$ cat config.mk
export PLATFORM = sky130hd
export DESIGN_NAME = rd_capture
export DESIGN_NICKNAME = d
export VERILOG_FILES = /design/src/rtl/rd_capture.sv
export SDC_FILE = /design/constraint.sdc
export NUM_CORES = 1
export LEC_CHECK = 0
export CAP_MARGIN = 15
export CORE_ASPECT_RATIO = 2
export CORE_MARGIN = 2
export CORE_UTILIZATION = 53
export CTS_CLUSTER_SIZE = 28
export DETAILED_ROUTE_END_ITERATION = 8
export GPL_TIMING_DRIVEN = 0
export PLACE_DENSITY = 0.74
export SLEW_MARGIN = 20
export SYNTH_ARGS = -nofsm -noshare
export SYNTH_HDL_FRONTEND = slang
export SYNTH_SLANG_ARGS = --single-unit
export TNS_END_PERCENT = 10
$ cat constraint.sdc
create_clock -name clk -period 2.7 [get_ports clk]
set_clock_uncertainty 0.1 [all_clocks]
set_input_delay 0.54 -clock clk [delete_from_list [all_inputs] [get_ports clk]]
set_output_delay 0.54 -clock clk [all_outputs]
set_load 0.02 [all_outputs]
$ cat src/rtl/rd_capture.sv
// -----------------------------------------------------------------------------
// rd_capture
//   Read-data capture stage behind the read-strobe controller. Every rd strobe
//   samples rdata into a small FIFO; words leave through a valid/ready
//   handshake. If the FIFO cannot take a word, ws is raised for one cycle so
//   the controller re-issues the read, and a saturating retry counter counts
//   the refusal.
//
//   Optional feature macro: RD_CAPTURE_PARITY_EN
//     Adds rpar/perr. Every accepted word with odd parity over {rdata, rpar}
//     sets the sticky perr flag. Without the macro there are no parity ports
//     and no parity logic.
//
// Ports
//   clk        in   system clock, rising edge
//   rst_n      in   asynchronous active-low reset
//   rd         in   read strobe, rdata valid this cycle
//   rdata      in   [DW-1:0] memory read data
//   ws         out  registered wait/retry to the controller
//   out_valid  out  FIFO head valid
//   out_data   out  [DW-1:0] FIFO head word
//   out_ready  in   consumer accepts head
//   count      out  [CW-1:0] occupancy, 0..DEPTH
//   rpar       in   even-parity bit for rdata   (RD_CAPTURE_PARITY_EN only)
//   perr       out  sticky parity error         (RD_CAPTURE_PARITY_EN only)
//   retries    out  [7:0] saturating count of refused strobes
// -----------------------------------------------------------------------------
module rd_capture #(
   parameter int DW    = 8,
   parameter int DEPTH = 4,
   parameter int CW    = $clog2(DEPTH) + 1
) (
   input  logic          clk,
   input  logic          rst_n,
   input  logic          rd,
   input  logic [DW-1:0] rdata,
   output logic          ws,
   output logic          out_valid,
   output logic [DW-1:0] out_data,
   input  logic          out_ready,
   output logic [CW-1:0] count,
`ifdef RD_CAPTURE_PARITY_EN
   input  logic          rpar,
   output logic          perr,
`endif
   output logic [7:0]    retries
);

   localparam int AW = $clog2(DEPTH);

   logic [DW-1:0] mem [DEPTH];
   logic [AW-1:0] wr_ptr;
   logic [AW-1:0] rd_ptr;
   logic          pop;
   logic          accept;

   // count alone distinguishes full from empty; the pointers are equal in both.
   assign out_valid = (count != '0);
   assign out_data  = mem[rd_ptr];
   assign pop       = out_valid && out_ready;
   // A full FIFO still accepts when the head leaves on the same edge.
   assign accept    = rd && ((count < CW'(DEPTH)) || pop);

   // Storage and pointers. Pointers wrap naturally because DEPTH is 2**AW.
   always_ff @(posedge clk or negedge rst_n) begin
      if (!rst_n) begin
         // NOTE: storage is a flop array, not a RAM macro, so clearing it in
         // reset is cheap and keeps out_data at a defined 0 after reset.
         for (int i = 0; i < DEPTH; i++) mem[i] <= '0;
         wr_ptr <= '0;
         rd_ptr <= '0;
      end else begin
         // NOTE: non-blocking assignments so every register here samples the
         // pre-edge values of pop/accept, independent of statement order.
         if (accept) begin
            mem[wr_ptr] <= rdata;
            wr_ptr      <= wr_ptr + 1'b1;
         end
         if (pop) rd_ptr <= rd_ptr + 1'b1;
      end
   end

   // Occupancy: simultaneous push and pop leaves it unchanged.
   always_ff @(posedge clk or negedge rst_n) begin
      if (!rst_n) begin
         count <= '0;
      end else begin
         case ({accept, pop})
            2'b10:   count <= count + 1'b1;
            2'b01:   count <= count - 1'b1;
            default: count <= count;
         endcase
      end
   end

   // Refusal handling: ws is a one-cycle pulse per refused strobe.
   always_ff @(posedge clk or negedge rst_n) begin
      if (!rst_n) begin
         ws      <= 1'b0;
         retries <= '0;
      end else begin
         ws <= rd && !accept;
         if (rd && !accept && (retries != 8'hFF)) retries <= retries + 1'b1;
      end
   end

`ifdef RD_CAPTURE_PARITY_EN
   // Only accepted words are checked; the word is stored regardless.
   always_ff @(posedge clk or negedge rst_n) begin
      if (!rst_n) begin
         perr <= 1'b0;
      end else if (accept && (^{rdata, rpar})) begin
         perr <= 1'b1;
      end
   end
`endif

endmodule

# Word-level counts from Yosys, hierarchy flattened
# Index checks and enable logic that the tools add are counted.
[classes] bitwise=2 muxes=7 n_eq_ne=3 add_sub_neg=5 n_reduce_logical=9 order_cmp=4
[ops] operator="$bwmux 32" n=1
[ops] operator="$mux 8" n=3
[ops] operator="$bmux 8 s2" n=1
[ops] operator="$demux 8 s2" n=1
[ops] operator="$add 8x1->8 const B" n=1
[ops] operator="$ne 8x8->1 const B" n=1
[ops] operator="$ge 3x3->1 const B" n=2
[ops] operator="$not 2->3" n=2
[ops] operator="$pmux 3 s2" n=1
[ops] operator="$logic_and 1x1->1" n=5
[ops] operator="$add 2x1->2 const B" n=2
[ops] operator="$add 3x1->3 const B" n=1
[ops] operator="$lt 3x1->1 const B" n=1
[ops] operator="$lt 3x3->1 const B" n=1
[ops] operator="$reduce_bool 3->1" n=1
[ops] operator="$sub 3x1->3 const B" n=1
[ops] operator="$eq 2x1->1 const B" n=1
[ops] operator="$eq 2x2->1 const B" n=1
[ops] operator="$reduce_bool 2->1" n=1
[ops] operator="$logic_not 1->1" n=1
[ops] operator="$logic_or 1x1->1" n=1
[word_totals] regBits=48 input_bits=12

# Logic depth before layout (Yosys ltp)
# Gate-level depths: netlist of the first run.
[depth] depth_word=7 ltp_mapped=10

# Worst setup path before layout of the first run
# OpenSTA, ideal clock, no wires.
[synth_path] path_type="input-to-reg" start="input port out_ready" end="register count[2]" arrival_time_ns=1.997 setup_slack_ns=0.523 path_stages=10 setup_ns=0.080 n_path_buf=1 path_cell_list="nand2b_1 > and2_1 > buf_2 > inv_1 > ha_1 > inv_1 > fa_1 > xor2_1 > nor2_1 > xor2_1"
[synth_between] elab_chain_len=5
[synth_lines] item="start: declaration" line="40" source="input logic out_ready,"
[synth_lines] item="$logic_and 1x1->1 (*)" line="60" source="assign pop = out_valid && out_ready;"
[synth_lines] item="$logic_or 1x1->1" line="62" source="assign accept = rd && ((count < CW'(DEPTH)) || pop);"
[synth_lines] item="$logic_and 1x1->1" line="62"
[synth_lines] item="$eq 2x1->1 or $eq 2x2->1 (tied branches)" line="88" source="case ({accept, pop})"
[synth_lines] item="$pmux 3 s2 or $reduce_bool 2->1 (tied branches)"
[synth_lines] item="end signal: assignment" line="89" source="2'b10: count <= count + 1'b1;"
[synth_lines] item="end signal: assignment" line="90" source="2'b01: count <= count - 1'b1;"
[synth_lines] item="end signal: assignment" line="91" source="default: count <= count;"
[synth_lines] item="end: declaration" line="41" source="output logic [CW-1:0] count,"
# Mark *: on every way between the ends. The rest lies on a longest branch, timed or not.
# A chain may end at the register's enable or synchronous reset.

# Worst setup path in the final report of the first run
[layout_path] start="register rd_ptr[0]" end="output port out_data[7]"
[layout_between] elab_chain_len=4
[layout_lines] item="start: declaration" line="53" source="logic [AW-1:0] rd_ptr;"
[layout_lines] item="start signal: assignment" line="79" source="if (pop) rd_ptr <= rd_ptr + 1'b1;"
[layout_lines] item="$not 2->3 (implied by the code)" line="59" source="assign out_data = mem[rd_ptr];"
[layout_lines] item="$bmux 8 s2" line="59"
[layout_lines] item="$mux 8 (implied by the code) (2 in series)" line="59"
[layout_lines] item="end: declaration" line="39" source="output logic [DW-1:0] out_data,"
# Every way passes these cells. The select of a mux whose other input is x is not followed.

==> out/qor_table.md, run 1 <==
| Group | Result | This run |
|---|---|---|
| synthesis | Number of warnings printed during yosys synthesis | 0 |
| grt | Sum of overflow across all layers after global routing | 0 |
| place | Number of input and output port buffers inserted | 32 |
| timing | Worst hold slack | 0.0373 ns |
| clocking | Buffers inserted by post-CTS timing repair | 0 |
| timing | Setup-failing EPs final | 0 |
| floorplan | Die area | 4720 um2 |
| clocking | CTS root buf | sky130_fd_sc_hd__clkbuf_8 |
| run | Max-cap violation count | 0 |
| power | Peak supply drop | 0.000706 V |
| drt | Total wire length | 4.30 mm |
| synthesis | Number of synthesized register bits | 48 |
| critical path | Launching element type of the critical path | flop |
| cells and area | Layout cells sized above 1 | 0.319 |
| drt | Vias | 1,340 |
| place | Placed Cells incl. Taps | 237 |
| grt | Global-route usage over all layers | 0.209 |
| synthesis | Count of cell types in the netlist | 31 |
| synthesis | Most instantiated cells after synthesis | 48 x sky130_fd_sc_hd__dfrtp_1, 34 x sky130_fd_sc_hd__mux2_2, 8 x sky130_fd_sc_hd__mux4_2, 7 x sky130_fd_sc_hd__inv_1, 6 x sky130_fd_sc_hd__ha_1 |
| synthesis | Count of flip-flops with a built-in enable after synthesis | 0 |
| synthesis | Top cells by area, synth | sky130_fd_sc_hd__dfrtp_1 55%, sky130_fd_sc_hd__mux2_2 17%, sky130_fd_sc_hd__mux4_2 8.2% |
| synthesis | Proportion of synthesized chip area in sequential cells | 0.546 |
| critical path | Setup slack of the most critical reg-to-reg path | 0.60 ns |
| floorplan | Placeable Area | 4050 um2 |
| synthesis | Mean area per synthesized cell | 14.5 um2 |
| drt | Detailed Route Iter0 Violations | 14 |
| clocking | Register clock-pin slew on the reported worst setup and hold paths | 0.08 ns |
| drt | DRC violations left | 0 |
| place | Post-placement worst setup slack | -0.0294 ns |
| timing | Final critical path time including I/O delays and setup | 2.58 ns |
| drt | Detailed-route wire length per cell | 17.7 um |
| timing | Transition time at the pin with the least slew margin | 0.481 ns |
| timing | Max_slew headroom | 0.679 |
| grt | Vias in the first global route | 1,508 |
| critical path | CP Launch Point | rd_ptr[0]$_DFFE_PN0P_ |
| critical path | Type of the worst setup path | flop to primary output |
| place | Routability Congestion | 0.677 |
| grt | Maximum number of pins on one net before global-route repair | 36 |
| timing | Highest clock frequency the design can meet | 388 MHz |
| timing | Total count of hold-check failures in the final report | 0 |
| synthesis | Proportion of register bits with asynchronous set or reset after synthesis | 1.00 |
| synthesis | Fraction of post-synthesis cell area in the top cell type by area | 0.546 |
| clocking | Clock buffers created by TritonCTS | 5 |
| critical path | R2R Path Start | count[2]$_DFFE_PN0P_ |
| power | Power density over the cells | 1230 nW/um2 |
| drt | Antenna viol nets, final | 0 |
| synthesis | Most frequent cell after synthesis | sky130_fd_sc_hd__dfrtp_1 |
| clocking | Max H-tree Level | 2 |
| synthesis | Syn Std Cell Area | 2200 um2 |
| clocking | CTS tree | yes |
| timing | Sum of negative setup slack | 0 ns |
| timing | Part of the cycle the worst path needs | 0.956 |
| floorplan | Effective utilization at floorplan | 0.544 |
| critical path | End point of the critical path | out_data[7] |
| place | Dpl hpwl | 3.19 mm |
| critical path | Critical Path RT | 2.06 ns |
| critical path | Worst setup EP type | primary output |
| floorplan | Num rows | 33 |
| run status | Outcome | finished clean |
| critical path | Data arrival time of the critical path | 1.94 ns |
| cells and area | Final Non-Filler Cells | 243 |
| critical path | Terminus of the critical flop-to-flop path | count[2]$_DFFE_PN0P_ |
| floorplan | Boundary Pins | 33 |
| critical path | Critical path fanouts, max | 10 |
| critical path | Worst R2R Path Depth | 10 |
| floorplan | Height of the chip | 95.1 um |
| power | Static leakage | 1.17 nW |
| synthesis | Synth Instances | 152 |
| cells and area | Area growth from synthesis to final layout | 22.5% |
| clocking | Count of clock tree sinks | 48 |
| cells and area | Number of nets in the layout | 210 |
| timing | Final critical-path setup slack | 0.120 ns |
| timing | Setup repair after global routing missed its margin | no |
| drt | Iteration count of the initial detailed-routing pass | 3 |
| clocking | Largest buffer count on any clock path | 2 |
| cells and area | Total non-filler cell area in the finished layout | 2700 um2 |
| floorplan | Horiz. Die Dim | 49.6 um |
| clocking | Clock network latency to the later pin of the worst-skew pair | 0.29 ns |
| place | Post-Place Cell Area | 2600 um2 |
| timing | Final max-slew violation count | 0 |
| cells and area | Ant diodes | 0 |
| synthesis | Library cell with the largest summed area after synthesis | sky130_fd_sc_hd__dfrtp_1 |
| hold path | Type of the tightest min-delay check | primary input to async pin |
| synthesis | Syn nets | 171 |
| synthesis | Most used DFF post-synth | sky130_fd_sc_hd__dfrtp_1 |
| grt | Initial antenna violation count | 0 |
| grt | First-pass GRT wire length | 7.25 mm |
| drt | Number of vias per cell | 5.51 |
==> worst max-delay path, stage by stage, from the launching register on <==
cell	delay, ns
sky130_fd_sc_hd__dfrtp_1	0.33
sky130_fd_sc_hd__buf_4	0.23
sky130_fd_sc_hd__mux4_2	0.53
sky130_fd_sc_hd__clkdlybuf4s50_1	0.55
==> final cells by class <==
cell class                      count  area (um2)
Inverter                            7        26.3
Fill cell                         331        1350
Timing Repair Buffer               33         335
Sequential cell                    48        1200
Multi-Input combinational cell     93         952
Tap cell                           52        65.1
Buffer                              3        20.0
Clock buffer                        7        96.3
==> power by group <==
| part | switching [mW] | leakage (nW) | internal (mW) |
|---|---|---|---|
| clock network | 0.219 | 0.0503 | 0.228 |
| registers | 0.245 | 0.580 | 1.06 |
| logic | 0.681 | 0.539 | 0.893 |
==> through the flow <==
step                      power [mW]  utilization
after floorplan                 2.29            -
after CTS                       3.37        0.666
after global routing            3.55        0.666
final                           3.33        0.666
after detailed placement        2.92        0.643
after global placement          2.80        0.639
==> worst min path at each step <==
| stage | startpoint | end | slack (ns) |
|---|---|---|---|
| final | rst_n | mem[10]$_DFFE_PN0P_ | 0.04 |
| after global routing | rst_n | rd_ptr[1]$_DFFE_PN0P_ | 0.04 |
| after CTS | rst_n | count[1]$_DFFE_PN0P_ | 0.04 |
| after detailed placement | rst_n | mem[10]$_DFFE_PN0P_ | 0.36 |
| after global placement | mem[12]$_DFFE_PN0P_ | mem[12]$_DFFE_PN0P_ | 0.38 |
| after floorplan | rst_n | count[0]$_DFFE_PN0P_ | 0.14 |
==> layer usage <==
layer | vias to the layer above | track usage | routed length [um]
li1 | 609 | - | -
met1 | 695 | 0.227 | 1570
met2 | 32 | 0.397 | 2550
met3 | 4 | 0.0408 | 137
met4 | 0 | 0.0694 | 45
met5 | - | 0 | 0
==> layout by cell type (no fill, tap or decap) <==
master	synthesis	final
sky130_fd_sc_hd__mux2i_1	1	1
sky130_fd_sc_hd__nand3_2	1	1
sky130_fd_sc_hd__clkbuf_8	0	7
sky130_fd_sc_hd__a21oi_1	4	4
sky130_fd_sc_hd__clkdlybuf4s50_1	0	31
sky130_fd_sc_hd__and4_4	1	1
sky130_fd_sc_hd__mux2_2	34	34
sky130_fd_sc_hd__xor2_1	3	3
sky130_fd_sc_hd__nor3_1	1	1
sky130_fd_sc_hd__xnor2_1	5	5
sky130_fd_sc_hd__and3b_1	1	1
sky130_fd_sc_hd__fa_1	1	1
sky130_fd_sc_hd__nor2_1	2	2
sky130_fd_sc_hd__dfrtp_1	48	48
sky130_fd_sc_hd__inv_1	7	7
sky130_fd_sc_hd__nor2b_1	1	1
sky130_fd_sc_hd__buf_12	0	1
sky130_fd_sc_hd__nand4_1	1	1
sky130_fd_sc_hd__and4_1	1	1
sky130_fd_sc_hd__ha_1	6	6
sky130_fd_sc_hd__nand2_1	5	5
sky130_fd_sc_hd__or3_1	1	1
sky130_fd_sc_hd__and3_1	1	1
sky130_fd_sc_hd__nand3_1	3	3
sky130_fd_sc_hd__and2_1	2	2
sky130_fd_sc_hd__buf_2	2	2
sky130_fd_sc_hd__mux4_2	8	8
sky130_fd_sc_hd__mux2_4	1	1
sky130_fd_sc_hd__nand2b_1	3	3
sky130_fd_sc_hd__nand2_2	4	4
sky130_fd_sc_hd__buf_4	1	2
sky130_fd_sc_hd__o21a_1	1	1
sky130_fd_sc_hd__o21ai_0	1	1
==> cells by family after synthesis <==
kind of cell,count (synthesis),share of synthesized area
buf+inv,11,0.0216
flops,48,0.546
simple gates,28,0.0756
compound gates,6,0.0148
mux,44,0.267
xor+xnor,8,0.0318
fa+ha+maj,7,0.0432
==> state kept, by name, indices dropped and copies added (netlist names) <==
name / cells
mem: 32
wr_ptr: 2
rd_ptr: 2
count: 3
ws: 1
retries: 8
==> repair_timing <==
action,4_1_cts,5_1_grt
endpoints found under the setup margin,8,0
hold buffers,0,0
gates resized for setup,1,0
No activity file was read; power rests on OpenSTA's default activity.
==> inputs of run 2 (changes only) <==
--- a/config.mk
+++ b/config.mk
@@ -7,11 +7,11 @@
 export LEC_CHECK = 0
 export CAP_MARGIN = 15
 export CORE_ASPECT_RATIO = 2
-export CORE_MARGIN = 2
 export CORE_UTILIZATION = 53
 export CTS_CLUSTER_SIZE = 28
 export DETAILED_ROUTE_END_ITERATION = 8
 export GPL_TIMING_DRIVEN = 0
+export MAX_ROUTING_LAYER = met4
 export PLACE_DENSITY = 0.74
 export SLEW_MARGIN = 20
 export SYNTH_ARGS = -nofsm -noshare
==> run 2 against run 1 <==
  * Clock power is 1% lower
  * Fmax rose by 0.58%
  * Sequential power about the same
  * Combinational power barely moved
  * Global-route usage is 0.47 points lower
  * Sequential share of layout area did not move
  * Via count decreased by 2.3%
  * Largest power group unchanged
==> out/qor_table.md, run 2 (synthesis results as in run 1) <==
| Group | Result | This run | Delta |
|---|---|---|---|
| critical path | Critical Path RT | 2.06 ns | about the same |
| cells and area | Most common cell after layout, fill and taps aside | sky130_fd_sc_hd__dfrtp_1 | unchanged |
| drt | Number of vias per cell | 5.39 | was 5.51 |
| timing | Transition time at the pin with the least slew margin | 0.459 ns | was 0.481 ns |
| clocking | Max H-tree Level | 2 | unchanged |
| critical path | Launching element type of the critical path | flop | unchanged |
| cells and area | Register name with the most flops | mem | unchanged |
| critical path | R2R Path Start | count[2]$_DFFE_PN0P_ | unchanged |
| timing | Setup repair after global routing missed its margin | no | unchanged |
| clocking | Largest buffer count on any clock path | 2 | unchanged |
| power | Peak supply drop | 0.000975 V | was 0.000706 V |
| drt | Detailed Route Iter0 Violations | 11 | was 14 |
| floorplan | Horiz. Die Dim | 47.6 um | was 49.6 um |
| clocking | Count of clock tree sinks | 48 | unchanged |
| critical path | Crit path buffers/inverters | 2 | unchanged |
| power | Clock network fraction of total power | 0.134 | about the same |
| power | Int Power | 2.16 mW | was 2.18 mW |
| cells and area | Final Non-Filler Cells | 243 | unchanged |
| clocking | CTS tree | yes | unchanged |
| grt | Sum of overflow across all layers after global routing | 0 | unchanged |
| cells and area | Filler cell count | 330 | was 331 |
| timing | Setup-failing EPs final | 0 | unchanged |
| run status | Outcome | finished clean | unchanged |
| floorplan | Die area | 4430 um2 | was 4720 um2 |
| cells and area | Area growth from synthesis to final layout | 22.5% | unchanged |
| timing | Highest clock frequency the design can meet | 390 MHz | was 388 MHz |
| floorplan | Num rows | 32 | was 33 |
| place | Post-Place Cell Area | 2600 um2 | about the same |
| timing | Max_slew headroom | 0.691 | was 0.679 |
| grt | Initial antenna violation count | 0 | unchanged |
| timing | Total count of hold-check failures in the final report | 0 | unchanged |
| grt | First-pass GRT wire length | 6.22 mm | was 7.25 mm |
| floorplan | Placeable Area | 3920 um2 | was 4050 um2 |
| cells and area | Ant diodes | 0 | unchanged |
| critical path | Slowest cell on the critical path | sky130_fd_sc_hd__clkdlybuf4s50_1 | unchanged |
| cells and area | Total non-filler cell area in the finished layout | 2700 um2 | unchanged |
| grt | Global-route usage over all layers | 0.205 | was 0.209 |
| place | Number of input and output port buffers inserted | 32 | unchanged |
| critical path | Terminus of the critical flop-to-flop path | count[2]$_DFFE_PN0P_ | unchanged |
| power | Power consumption | 3.30 mW | was 3.33 mW |
| clocking | Clock network latency to the later pin of the worst-skew pair | 0.29 ns | about the same |
| critical path | Slowest cell delay on critical path | 0.56 ns | was 0.55 ns |
| clocking | Register clock-pin slew on the reported worst setup and hold paths | 0.08 ns | about the same |
| clocking | Buffers inserted by post-CTS timing repair | 0 | unchanged |
| timing | Part of the cycle the worst path needs | 0.950 | was 0.956 |
| critical path | Cell chain of the critical path | buf_4 > mux4_2 > clkdlybuf4s50_1 | unchanged |
| power | Power density over the cells | 1220 nW/um2 | was 1230 nW/um2 |
| power | Sequential fraction of design power | 0.392 | about the same |
| floorplan | Height of the chip | 93.1 um | was 95.1 um |
| clocking | CTS root buf | sky130_fd_sc_hd__clkbuf_8 | unchanged |
| place | Post-placement worst setup slack | -0.0440 ns | was -0.0294 ns |
| floorplan | Effective utilization at floorplan | 0.561 | was 0.544 |
| power | Sw Ratio | 0.345 | was 0.344 |
| drt | Total wire length | 3.99 mm | was 4.30 mm |
| timing | Final critical path time including I/O delays and setup | 2.57 ns | was 2.58 ns |
| place | Placed Cells incl. Taps | 236 | was 237 |
| floorplan | Boundary Pins | 33 | unchanged |
| hold path | Type of the tightest min-delay check | primary input to async pin | unchanged |
| timing | Final critical-path setup slack | 0.135 ns | was 0.120 ns |
| grt | Maximum number of pins on one net before global-route repair | 35 | was 36 |
| critical path | Data arrival time of the critical path | 1.93 ns | was 1.94 ns |
| power | Net switching power figure | 1.14 mW | was 1.15 mW |
| drt | Vias | 1,309 | was 1,340 |
| place | Routability Congestion | 0.688 | was 0.677 |
| cells and area | Number of nets in the layout | 210 | unchanged |
| power | Logic pwr share | 0.474 | was 0.473 |
| cells and area | Largest regs | mem (32), retries (8), count (3) | unchanged |
| drt | Iteration count of the initial detailed-routing pass | 4 | was 3 |
| drt | Detailed-route wire length per cell | 16.4 um | was 17.7 um |
| power | Static leakage | 1.16 nW | was 1.17 nW |
| place | Dpl hpwl | 3.01 mm | was 3.19 mm |
| clocking | Clock buffers created by TritonCTS | 5 | unchanged |
| grt | Vias in the first global route | 1,388 | was 1,508 |
| critical path | Worst R2R Path Depth | 10 | unchanged |
| drt | Antenna viol nets, final | 0 | unchanged |
| critical path | Critical path fanouts, max | 10 | unchanged |
| drt | DRC violations left | 0 | unchanged |
| cells and area | Flip-flop count of the largest register after layout | 32 | unchanged |
| critical path | Worst setup EP type | primary output | unchanged |
| cells and area | Commonest cells after routing, fill and taps aside | 48 x sky130_fd_sc_hd__dfrtp_1, 34 x sky130_fd_sc_hd__mux2_2, 31 x sky130_fd_sc_hd__clkdlybuf4s50_1, 8 x sky130_fd_sc_hd__mux4_2, 7 x sky130_fd_sc_hd__inv_1 | was 48 x sky130_fd_sc_hd__dfrtp_1, 34 x sky130_fd_sc_hd__mux2_2, 31 x sky130_fd_sc_hd__clkdlybuf4s50_1, 8 x sky130_fd_sc_hd__mux4_2 |
| critical path | Setup slack of the most critical reg-to-reg path | 0.60 ns | about the same |
| critical path | Kind of cell adding the most delay to the critical path | buffers and inverters | unchanged |
| timing | Final max-slew violation count | 0 | unchanged |
| cells and area | Layout cells sized above 1 | 0.323 | was 0.319 |
| timing | Sum of negative setup slack | 0 ns | unchanged |
| critical path | Type of the worst setup path | flop to primary output | unchanged |
| run | Max-cap violation count | 0 | unchanged |
==> run 2: worst max path at each step <==
stage / depth (start not counted) / endpoint / startpoint / slack [ns]
floorplan: 10 / count[2]$_DFFE_PN0P_ / out_ready / 0.52
global placement: 1 / retries[5]$_DFFE_PN0P_ / rst_n / -0.21
detailed placement: 11 / count[2]$_DFFE_PN0P_ / out_ready / -0.04
CTS: 3 / out_data[3] / rd_ptr[0]$_DFFE_PN0P_ / 0.1
global route: 3 / out_data[7] / rd_ptr[0]$_DFFE_PN0P_ / 0.07
finish: 3 / out_data[3] / rd_ptr[0]$_DFFE_PN0P_ / 0.13
==> run 2: power by group through the flow <==
| stage | combinational, mW | sequential, mW | clock [mW] |
|---|---|---|---|
| final | 1.56 | 1.29 | 0.442 |
| after detailed placement | 1.62 | 1.28 | 0 |
| after global routing | 1.68 | 1.34 | 0.480 |
| after global placement | 1.55 | 1.25 | 0 |
| after floorplan | 0.995 | 1.29 | 0 |
| after CTS | 1.59 | 1.30 | 0.456 |
==> run 2: routing by layer <==
layer  up-vias  part of all wire  global-route usage
met4         0             0.013              0.0556
met3         4             0.019              0.0290
li1        611                 -                   -
met2        25              0.59               0.377
met1       669              0.38               0.211
met5         -                 0                   -
==> run 2: timing repair <==
action / in CTS / in global routing
setup endpoints to repair: 1 / 0
hold buffers: 0 / 0
resized for setup: 1 / 0
==> run 2: layout make-up <==
| class | instances | area, um2 | area share |
|---|---|---|---|
| clock inverters | 2 | 15.0 | 0.00557 |
| well taps | 51 | 63.8 | 0.0237 |
| inverters | 7 | 26.3 | 0.00974 |
| clock buffers | 6 | 82.6 | 0.0306 |
| repair buffers | 33 | 335 | 0.124 |
| plain buffers | 3 | 20.0 | 0.00742 |
| multi-input cells | 93 | 952 | 0.353 |
| flip-flops and latches | 48 | 1200 | 0.445 |
==> run 2: worst reg2reg max path: stages, from the launching register on <==
cell	delay [ns]
sky130_fd_sc_hd__dfrtp_1	0.41
sky130_fd_sc_hd__nand2b_1	0.09
sky130_fd_sc_hd__and2_1	0.15
sky130_fd_sc_hd__buf_2	0.17
sky130_fd_sc_hd__inv_1	0.07
sky130_fd_sc_hd__ha_1	0.18
sky130_fd_sc_hd__inv_1	0.06
sky130_fd_sc_hd__fa_1	0.37
sky130_fd_sc_hd__xor2_1	0.15
sky130_fd_sc_hd__nor2_1	0.13
sky130_fd_sc_hd__xor2_1	0.16
==> run 2: per-stage QoR <==
step	utilization	hold slack (ns)
after CTS	0.687	0.0554
after floorplan	-	0.144
after global routing	0.687	0.0739
after global placement	0.659	0.381
after detailed placement	0.663	0.374
final	0.687	0.0537
==> inputs of run 3 (changes only) <==
--- a/config.mk
+++ b/config.mk
@@ -11,6 +11,7 @@
 export CTS_CLUSTER_SIZE = 28
 export DETAILED_ROUTE_END_ITERATION = 8
 export GPL_TIMING_DRIVEN = 0
+export HOLD_SLACK_MARGIN = 0.15
 export MAX_ROUTING_LAYER = met4
 export PLACE_DENSITY = 0.74
 export SLEW_MARGIN = 20
==> run 3 against run 2 <==
  * Design area up 0.37%
  * Via count unchanged
  * Critical path depth unchanged
  * Worst setup slack about the same
  * Power about the same
  * Hold slack better by 0.36 ns
  * Sequential cell count unchanged
  * Fmax about the same
  * Die area unchanged
  * First-iteration DRC count down 27%
  * Critical path type unchanged
==> out/qor_table.md, run 3 (synthesis results as in run 1) <==
| Group | Result | This run | Delta |
|---|---|---|---|
| timing | Worst hold slack | 0.410 ns | was 0.0537 ns |
| floorplan | Die area | 4430 um2 | unchanged |
| drt | Iteration count of the initial detailed-routing pass | 4 | unchanged |
| place | Dpl hpwl | 3.01 mm | unchanged |
| place | Number of input and output port buffers inserted | 32 | unchanged |
| grt | Maximum number of pins on one net before global-route repair | 35 | unchanged |
| cells and area | Number of nets in the layout | 211 | was 210 |
| clocking | Register clock-pin slew on the reported worst setup and hold paths | 0.09 ns | was 0.08 ns |
| power | Power consumption | 3.30 mW | about the same |
| power | Power density over the cells | 1220 nW/um2 | about the same |
| drt | Number of vias per cell | 5.36 | was 5.39 |
| floorplan | Boundary Pins | 33 | unchanged |
| critical path | Critical path fanouts, max | 10 | unchanged |
| cells and area | Most common cell after layout, fill and taps aside | sky130_fd_sc_hd__dfrtp_1 | unchanged |
| clocking | CTS tree | yes | unchanged |
| clocking | CTS root buf | sky130_fd_sc_hd__clkbuf_8 | unchanged |
| drt | Antenna viol nets, final | 0 | unchanged |
| power | Peak supply drop | 0.000975 V | about the same |
| cells and area | Commonest cells after routing, fill and taps aside | 48 x sky130_fd_sc_hd__dfrtp_1, 34 x sky130_fd_sc_hd__mux2_2, 31 x sky130_fd_sc_hd__clkdlybuf4s50_1, 8 x sky130_fd_sc_hd__mux4_2, 7 x sky130_fd_sc_hd__inv_1 | unchanged |
| timing | Sum of negative setup slack | 0 ns | unchanged |
| timing | Highest clock frequency the design can meet | 390 MHz | about the same |
| timing | Setup-failing EPs final | 0 | unchanged |
| hold path | Type of the tightest min-delay check | flop to flop | was primary input to async pin |
| timing | Max_slew headroom | 0.691 | about the same |
| power | Net switching power figure | 1.14 mW | about the same |
| cells and area | Layout cells sized above 1 | 0.321 | was 0.323 |
| timing | Final critical path time including I/O delays and setup | 2.57 ns | about the same |
| power | Clock network fraction of total power | 0.134 | about the same |
| critical path | Slowest cell on the critical path | sky130_fd_sc_hd__clkdlybuf4s50_1 | unchanged |
| drt | Total wire length | 3.99 mm | about the same |
| place | Post-placement worst setup slack | -0.0440 ns | unchanged |
| clocking | Max H-tree Level | 2 | unchanged |
| critical path | Slowest cell delay on critical path | 0.56 ns | about the same |
| grt | Initial antenna violation count | 0 | unchanged |
| floorplan | Effective utilization at floorplan | 0.561 | unchanged |
| place | Placed Cells incl. Taps | 236 | unchanged |
| hold path | Hold path startpoint | mem[25]$_DFFE_PN0P_ |  |
| timing | Transition time at the pin with the least slew margin | 0.461 ns | was 0.459 ns |
| critical path | CP Launch Point | rd_ptr[0]$_DFFE_PN0P_ | unchanged |
| critical path | Type of the worst setup path | flop to primary output | unchanged |
| cells and area | Final Non-Filler Cells | 244 | was 243 |
| clocking | Largest buffer count on any clock path | 2 | unchanged |
| power | Static leakage | 1.17 nW | was 1.16 nW |
| drt | Vias | 1,309 | unchanged |
| cells and area | Multi-input combinational cell area | 952 um2 | unchanged |
| floorplan | Num rows | 32 | unchanged |
| timing | Final critical-path setup slack | 0.134 ns | was 0.135 ns |
| timing | Part of the cycle the worst path needs | 0.950 | about the same |
| critical path | Critical Path RT | 2.06 ns | about the same |
| cells and area | Combined flip-flop and latch cell area | 1200 um2 | unchanged |
| power | Sequential fraction of design power | 0.392 | about the same |
| timing | Final max-slew violation count | 0 | unchanged |
| clocking | Count of clock tree sinks | 48 | unchanged |
| critical path | Cell chain of the critical path | buf_4 > mux4_2 > clkdlybuf4s50_1 | unchanged |
| floorplan | Horiz. Die Dim | 47.6 um | unchanged |
| grt | Vias in the first global route | 1,388 | unchanged |
| run | Max-cap violation count | 0 | unchanged |
| critical path | R2R Path Start | count[2]$_DFFE_PN0P_ | unchanged |
| grt | Global-route usage over all layers | 0.205 | unchanged |
| clocking | Clock buffers created by TritonCTS | 5 | unchanged |
| run status | Outcome | finished clean | unchanged |
| cells and area | Area growth from synthesis to final layout | 23.0% | was 22.5% |
| cells and area | Register name with the most flops | mem | unchanged |
| timing | Total count of hold-check failures in the final report | 0 | unchanged |
| power | Sw Ratio | 0.345 | about the same |
| grt | First-pass GRT wire length | 6.22 mm | unchanged |
| cells and area | Ant diodes | 0 | unchanged |
| grt | Sum of overflow across all layers after global routing | 0 | unchanged |
| cells and area | Largest regs | mem (32), retries (8), count (3) | unchanged |
| drt | DRC violations left | 0 | unchanged |
| power | Int Power | 2.16 mW | about the same |
| place | Routability Congestion | 0.688 | unchanged |
| critical path | Worst setup EP type | primary output | unchanged |
| cells and area | Filler cell count | 329 | was 330 |
| critical path | Launching element type of the critical path | flop | unchanged |
| critical path | Data arrival time of the critical path | 1.93 ns | about the same |
| cells and area | Flip-flop count of the largest register after layout | 32 | unchanged |
| drt | Detailed Route Iter0 Violations | 8 | was 11 |
| power | Logic pwr share | 0.474 | about the same |
| floorplan | Height of the chip | 93.1 um | unchanged |
| floorplan | Placeable Area | 3920 um2 | unchanged |
| drt | Detailed-route wire length per cell | 16.4 um | about the same |
| clocking | Clock network latency to the later pin of the worst-skew pair | 0.29 ns | about the same |
| timing | Setup repair after global routing missed its margin | no | unchanged |
[run 3: critical path, delay by kind of cell (launching register included)]
family | cells | cell delay, ns
multiplexers | 1 | 0.53
flip-flops | 1 | 0.33
buffers and inverters | 2 | 0.78
[run 3: power by group through the flow]
stage / combinational (mW) / clock [mW] / sequential, mW
final: 1.56 / 0.442 / 1.29
after global routing: 1.68 / 0.480 / 1.34
after CTS: 1.59 / 0.456 / 1.30
after detailed placement: 1.62 / 0 / 1.28
after global placement: 1.55 / 0 / 1.25
after floorplan: 0.995 / 0 / 1.29
[run 3: cell type report]
cell class,count,area share
plain buffers,3,0.00740
clock buffers,6,0.0305
clock inverters,2,0.00555
inverters,7,0.00971
multi-input cells,93,0.352
flip-flops and latches,48,0.444
well taps,51,0.0236
repair buffers,34,0.128
[run 3: path summary, 6_finish.rpt]
kind	to	slack, ns	cells after the start
setup / recovery	out_data[3]	0.13	3
hold / removal	mem[25]$_DFFE_PN0P_	0.41	1
setup reg to reg	count[2]$_DFFE_PN0P_	0.59	10
hold reg to reg	mem[25]$_DFFE_PN0P_	0.41	1
max in group asynchronous	retries[2]$_DFFE_PN0P_	1.41	3
min in group asynchronous	mem[19]$_DFFE_PN0P_	0.59	2
[run 3: per-layer routing]
| layer | vias to the layer above | GRT usage | part of all wire | wire, um |
|---|---|---|---|---|
| li1 | 613 | - | - | - |
| met5 | - | - | 0 | 0 |
| met4 | 0 | 0.0556 | 0.013 | 50 |
| met1 | 667 | 0.211 | 0.38 | 1510 |
| met3 | 4 | 0.0290 | 0.021 | 85 |
| met2 | 25 | 0.377 | 0.59 | 2350 |
[run 3: through the flow]
stage          utilization  area, um2
4_1_cts              0.690       2710
3_5_place_dp         0.663       2600
3_3_place_gp         0.659       2580
5_1_grt              0.690       2710
2_1_floorplan            -       2200
6_report             0.690       2710
[run 3: what timing repair did]
action,CTS,global route
resized for setup,1,0
hold endpoints to repair,14,0
setup buffers,0,0
endpoints found under the setup margin,1,0
hold buffers,1,0
